===== config.mk =====
export PLATFORM = sky130hd
export DESIGN_NAME = lane_unstriper
export DESIGN_NICKNAME = d
export VERILOG_FILES = /design/src/rtl/lane_unstriper.sv
export SDC_FILE = /design/constraint.sdc
export NUM_CORES = 1
export LEC_CHECK = 0
export CELL_PAD_IN_SITES_DETAIL_PLACEMENT = 2
export CELL_PAD_IN_SITES_GLOBAL_PLACEMENT = 2
export CORE_MARGIN = 1
export CORE_UTILIZATION = 35
export CTS_CLUSTER_DIAMETER = 150
export DETAILED_ROUTE_END_ITERATION = 16
export GPL_ROUTABILITY_DRIVEN = 0
export MAX_ROUTING_LAYER = met4
export PLACE_DENSITY_LB_ADDON = 0.1
export SLEW_MARGIN = 20
export SYNTH_ARGS = -nofsm -noshare
export SYNTH_HDL_FRONTEND = slang
export SYNTH_SLANG_ARGS = --single-unit

===== constraint.sdc =====
create_clock -name clk_8f -period 2.87 [get_ports clk_8f]
set_clock_uncertainty 0.2 [all_clocks]
set_input_delay 0.574 -clock clk_8f [delete_from_list [all_inputs] [get_ports clk_8f]]
set_output_delay 0.574 -clock clk_8f [all_outputs]
set_load 0.05 [all_outputs]

===== src/rtl/lane_unstriper.sv =====
// rtl/lane_unstriper.sv - two-lane receive FIFOs re-merged into one in-order byte stream
//
// Purpose: buffers each PHY receive lane in its own FIFO and delivers the bytes in
// strict lane 0, lane 1, lane 0, ... order over a valid/ready handshake.
// Ports:
//   clk_8f, reset                 clock, synchronous active-high reset
//   enable                        1 = merging active, 0 = output stalled
//   valid_in_N / data_in_N        lane N byte push (accepted regardless of enable)
//   ready_out                     consumer accepts data_out
//   valid_out / data_out          merged byte, head of the selected lane FIFO
//   lane_sel                      lane the next output byte is taken from
//   overflow_0 / overflow_1       sticky lane-byte-dropped flags
//   byte_count                    delivered bytes, wraps modulo 2^CNT_W
module lane_unstriper #(
    parameter int DEPTH = 4,
    parameter int CNT_W = 16
) (
    input  logic             clk_8f,
    input  logic             reset,
    input  logic             enable,
    input  logic             valid_in_0,
    input  logic [7:0]       data_in_0,
    input  logic             valid_in_1,
    input  logic [7:0]       data_in_1,
    input  logic             ready_out,
    output logic             valid_out,
    output logic [7:0]       data_out,
    output logic             lane_sel,
    output logic             overflow_0,
    output logic             overflow_1,
    output logic [CNT_W-1:0] byte_count
);
    localparam int AW = $clog2(DEPTH);
    localparam int CW = AW + 1;

    typedef enum logic {
        LANE0 = 1'b0,
        LANE1 = 1'b1
    } lane_state_t;

    lane_state_t state_q, state_d;

    logic [7:0]    mem    [2][DEPTH];
    logic [AW-1:0] wr_ptr [2];
    logic [AW-1:0] rd_ptr [2];
    logic [CW-1:0] count  [2];
    logic [7:0]    din    [2];

    logic [1:0] vin;
    logic [1:0] empty;
    logic [1:0] full;
    logic [1:0] pop;
    logic [1:0] push;
    logic [1:0] drop;
    logic [1:0] ovf_q;
    logic       pop_fire;

    assign vin    = {valid_in_1, valid_in_0};
    assign din[0] = data_in_0;
    assign din[1] = data_in_1;

    always_comb begin
        empty = 2'b00;
        full  = 2'b00;
        for (int i = 0; i < 2; i++) begin
            empty[i] = (count[i] == '0);
            full[i]  = (count[i] == CW'(DEPTH));
        end
    end

    assign lane_sel  = (state_q == LANE1);
    assign valid_out = enable & ~empty[lane_sel];
    assign data_out  = valid_out ? mem[lane_sel][rd_ptr[lane_sel]] : 8'h00;
    assign pop_fire  = valid_out & ready_out;
    assign pop       = {pop_fire & lane_sel, pop_fire & ~lane_sel};

    // A full FIFO still takes a push when its head leaves on the same edge.
    assign push = vin & (~full | pop);
    assign drop = vin & full & ~pop;

    assign overflow_0 = ovf_q[0];
    assign overflow_1 = ovf_q[1];

    // Lane-select FSM: advances only on a delivered byte, never skips a lane.
    always_ff @(posedge clk_8f) begin
        if (reset) begin
            state_q <= LANE0;
        end else begin
            state_q <= state_d;
        end
    end

    always_comb begin
        state_d = state_q;
        if (pop_fire) begin
            state_d = (state_q == LANE0) ? LANE1 : LANE0;
        end
    end

    // Storage is not reset; the pointers and counts alone define what is valid.
    always_ff @(posedge clk_8f) begin
        for (int i = 0; i < 2; i++) begin
            if (!reset && push[i]) begin
                mem[i][wr_ptr[i]] <= din[i];
            end
        end
    end

    always_ff @(posedge clk_8f) begin
        if (reset) begin
            for (int i = 0; i < 2; i++) begin
                wr_ptr[i] <= '0;
                rd_ptr[i] <= '0;
                count[i]  <= '0;
            end
            ovf_q      <= 2'b00;
            byte_count <= '0;
        end else begin
            for (int i = 0; i < 2; i++) begin
                if (push[i]) begin
                    wr_ptr[i] <= wr_ptr[i] + AW'(1);
                end
                if (pop[i]) begin
                    rd_ptr[i] <= rd_ptr[i] + AW'(1);
                end
                if (push[i] && !pop[i]) begin
                    count[i] <= count[i] + CW'(1);
                end else if (pop[i] && !push[i]) begin
                    count[i] <= count[i] - CW'(1);
                end
            end
            ovf_q <= ovf_q | drop;
            if (pop_fire) begin
                byte_count <= byte_count + CNT_W'(1);
            end
        end
    end

endmodule


Word level (Yosys, flattened, before mapping)
Memories as Yosys holds them, arrays and structs flattened. A register that Yosys moved wholly into a read port is not among the register bits.
Index checks and enable logic that the tools add are counted.
{ "word_totals": {"n_memories": 4, "register_bits": 19, "word_cells": 118, "ramBits": 78, "in_bits": 22} }
{ "classes": {"n_eq_ne": 2, "bitwise_logic": 24, "n_mux": 55, "magnitude_cmp": 6, "n_addsub": 9, "reduce_logical": 15} }
{ "mem_list": {"columns": ["name", "words", "width", "rd", "rd_ports_with_merged_regs", "wr", "line_no", "source"], "rows": [
  ["mem", 2, 32, 1, 1, 2, "43", "logic [7:0] mem [2][DEPTH];"],
  ["count", 2, 3, 2, 0, 2, "46", "logic [CW-1:0] count [2];"],
  ["rd_ptr", 2, 2, 3, 1, 2, "45", "logic [AW-1:0] rd_ptr [2];"],
  ["wr_ptr", 2, 2, 2, 0, 2, "44", "logic [AW-1:0] wr_ptr [2];"]
]} }
{ "op_table": {"columns": ["cell", "count"], "rows": [
  ["$mux W32", 2],
  ["$mux W8", 5],
  ["$mux W1", 37],
  ["$demux W8 S2", 2],
  ["$add A16 B1 Y16 const B", 1],
  ["$bmux W8 S2", 1],
  ["$mux W3", 4],
  ["$ge A3 B3 Y1 const B", 3],
  ["$not A2 Y3", 3],
  ["$add A2 B1 Y2 const B", 4],
  ["$logic_and A1 B1 Y1", 8],
  ["$mux W2", 4],
  ["$or A1 B1 Y1", 8],
  ["$add A3 B1 Y3 const B", 2],
  ["$and A2 B2 Y2", 3],
  ["$eq A3 B3 Y1 const B", 2],
  ["$logic_not A3 Y1", 2],
  ["$lt A3 B1 Y1 const B", 2],
  ["$sub A3 B1 Y3 const B", 2],
  ["$logic_not A1 Y1", 5],
  ["$and A1 B1 Y1", 4],
  ["$not A2 Y2", 2],
  ["$or A2 B2 Y2", 2],
  ["$lt A1 B2 Y1 const B", 1],
  ["$not A1 Y1", 2]
]} }

Logic depth before layout (Yosys ltp)
{ "logic_depth": {"ltp_word": 16, "ltp_mapped": 11} }

Worst setup path before layout
No wires, ideal clock.
{ "synth_path": {"path_kind": "register to register", "startpoint": "reg state_q (netlist: lane_sel)", "endpoint": "mem mem[1][0] (netlist name), enable pin", "required_ns": 2.338, "path_buffers": 1, "setup_time_ns": 0.332, "slack_ns": -0.073, "arrival_time_ns": 2.411, "synth_period_minus_slack_ns": 2.943, "path_stages_with_launch": 9, "cell_sequence": "dfxtp_1 -> or4_4 -> nand4_1 -> inv_1 -> ha_1 -> clkbuf_1 -> and3b_1 -> nor3_1 -> and2_1"} }
{ "synth_lines": {"columns": ["element", "line_no", "source"], "rows": [
  ["start: declaration", "41", "lane_state_t state_q, state_d;"],
  ["start signal: assignment", "89", "state_q <= state_d;"],
  ["end: declaration", "43", null]
]} }

==> metrics <==
synth unique cells=48; fin nets=473; number of synthesized register bits=98; Flop pwr share=0.431; kind of critical path=register to output port; Final min period=between 2 and 3 ns; asr flop ratio synth=0; final setup fails=0; Main synth FF type=edfxtp_1; Seq/Total Area, Yosys=0.606; largest net degree at the start of global routing=33; Largest stage delay, worst path=around 0.47 ns; CP cell instances=buf_12 > nor2b_1 > a211oi_1 > a211o_1 > a21oi_1 > buf_12; Die Ht=116 um; WL final=11.7 mm; clock sink count=98; Post-synth EDFFs=just under 80; TritonCTS clock tree=built; Placed Cells incl. Taps=just under 600; Remaining DRCs=0; Worst-Margin Slew=between 0.5 and 0.6 ns; router iterations before antenna repair=4; Finished Layout Cells=about 610; Antenna diodes=0; Mapped Cells=~360; # rows=between 40 and 50; total track usage=0.192; Worst setup EP type=output port; Core Area=0.0126 mm^2; crit start category=register; CTS buffer count=9; Avg Synthesized Cell Area=12.7 um^2; power per cell area=673 mW/mm^2; setup tns final=0 ns; worst-skew pair later-pin latency=between 0.3 and 0.4 ns; Psw=roughly 1.2 mW; iteration-0 DRC count of the detailed router=95; Peak Freq=between 300 and 400 MHz; status=finished, final reports clean; first-pass GRT wire length=18.0 mm; Antenna Violating Nets Remaining=0; Root Buffer=clkbuf_16; htree depth=3; max-cap viol count=0; most used cell, CP=buf_12; DP HPWL=8.30 mm; Clk pwr share=0.296; DR vias=approximately 3100; RSZ-0062 raised after global routing=true; Slew HR=0.642; Pleak=about 2.1 nW; IO Port Bufs=slightly below 50; Clock Pin Slew Worst Setup and Hold Paths=about 0.070 ns; clk buf depth=2; DR WL/cell=~19 um; Final Core Density=0.473; total grt overflow=0; Int Power=about 2.8 mW; vias in the first global route=roughly 3300; crit path DAT=between 1.5 and 2 ns; full die area=0.0134 mm^2; synthesis-to-finish area growth=31.8%; yosys warns=0; highest-delay cell along the critical path=edfxtp_1; count of pins over their slew limit=0; I/O pins=50; Switching Share=0.296; layout cell share with drive strength beyond 1=0.200; Worst VDD drop=252 uV; Final Hold Viols=0; Gate power share=0.273; Final period util=0.963; worst path required time=approximately 2.1 ns; Hold Path Class=register to register; Post-Syn Area=approximately 0.0045 mm^2; vias per cell=between 5 and 6; Crit Path Max Fanout=24; Synth Net Count=393; initial antenna violation count=0; die width=about 120 um; Initial Util=0.359
==> logic make-up after synthesis <==
group | share of synthesized area
fa+ha+maj | 0.0431
buf+inv | 0.0359
mux | 0.0686
flops | 0.606
xor+xnor | 0.0155
simple gates | 0.125
compound gates | 0.106
==> layer usage <==
layer  part of all wire  wire (um)  global-route usage  up-vias
li1                   -          -                   -     1494
met2               0.56       6490               0.353       49
met5                  0          0                   -        -
met1               0.40       4630               0.199     1588
met4              0.014        159              0.0641        0
met3              0.033        391              0.0502       10
==> what timing repair did <==
item                       CTS  global route
setup buffers                0             2
resized for setup            6             7
hold buffers                 0             0
setup endpoints to repair    3            81
pin swaps                    0             2
==> registers in the layout, indices dropped and copies added (netlist names), named ones only <==
register / flops
byte_count: 16
count: 6
rd_ptr: 4
mem: 64
wr_ptr: 4
ovf_q: 2
lane_sel: 1
==> Yosys cell counts, types with 8 or more instances <==
cell type  count  share of area
edfxtp_1      78           0.52
a21oi_1       24          0.027
nor2_1        24          0.020
dfxtp_1       20          0.088
mux2i_1       19          0.042
inv_1         16          0.013
ha_1          14          0.039
nand2_1       14          0.012
nor2b_1       11          0.015
o31ai_1       11          0.018
or4_1         10          0.017
and2_1         9          0.012
a211o_1        8          0.015
a211oi_1       8          0.013
clkbuf_1       8         0.0066
mux2_2         8          0.020
o211ai_1       8          0.013
==> through the flow <==
| step | hold WS, ns | worst slack, ns | power, mW | cell area, um^2 |
|---|---|---|---|---|
| global placement | 0.259 | 0.0157 | 2.78 | 5610 |
| finish | 0.275 | 0.106 | 4.02 | 5970 |
| CTS | 0.288 | 0.00369 | 4.05 | 5910 |
| floorplan | 0.356 | 0.0652 | 2.34 | 4530 |
| detailed placement | 0.271 | -0.0291 | 2.82 | 5610 |
| global route | 0.319 | -0.0128 | 4.21 | 5970 |
==> power by group through the flow <==
stage                     sequential [mW]  clock [mW]  combinational, mW
after floorplan                      1.78           0              0.556
after global placement               1.76           0               1.02
after detailed placement             1.76           0               1.06
after CTS                            1.73        1.23               1.09
after global routing                 1.74        1.28               1.19
final                                1.73        1.19               1.10
==> worst max-delay path: cells and delay by family, from the launching register on <==
family,cells,cell delay (ns)
compound gates,3,0.65
flops,1,0.47
simple gates,1,0.13
buf+inv,2,0.38
==> path summary, 6_finish.rpt <==
kind / startpoint / end / slack, ns / depth (start not counted)
setup / recovery: rd_ptr[0][0] / data_out[7] / 0.11 / 6
hold / removal: ovf_q[1] / ovf_q[1] / 0.28 / 2
setup reg to reg: count[0][1] / count[1][2] / 0.14 / 10
hold reg to reg: ovf_q[1] / ovf_q[1] / 0.28 / 2
==> cell type report <==
class,instances,area (um^2)
repair buffers,88,998
multi-input cells,223,1670
inverters,16,60.1
clock buffers,10,229
flip-flops and latches,98,2740
clock inverters,5,55.1
fillers,1267,6650
well taps,172,215
==> layout by cell type, fill, tap and decap left out, types with 8 or more instances in the layout <==
| cell | instances |
|---|---|
| edfxtp_1 | 78 |
| ha_1 | 12 |
| dfxtp_1 | 19 |
| and2_1 | 9 |
| mux2i_1 | 19 |
| buf_12 | 19 |
| o31ai_1 | 11 |
| nor2b_1 | 11 |
| clkdlybuf4s50_1 | 40 |
| o211ai_1 | 8 |
| inv_1 | 16 |
| nor2_1 | 24 |
| a211oi_1 | 8 |
| a211o_1 | 8 |
| mux2_2 | 8 |
| a21oi_1 | 22 |
| nand2_1 | 14 |
| clkbuf_16 | 9 |
| or4_1 | 10 |
| buf_4 | 29 |
No activity file was read; power rests on OpenSTA's default activity.
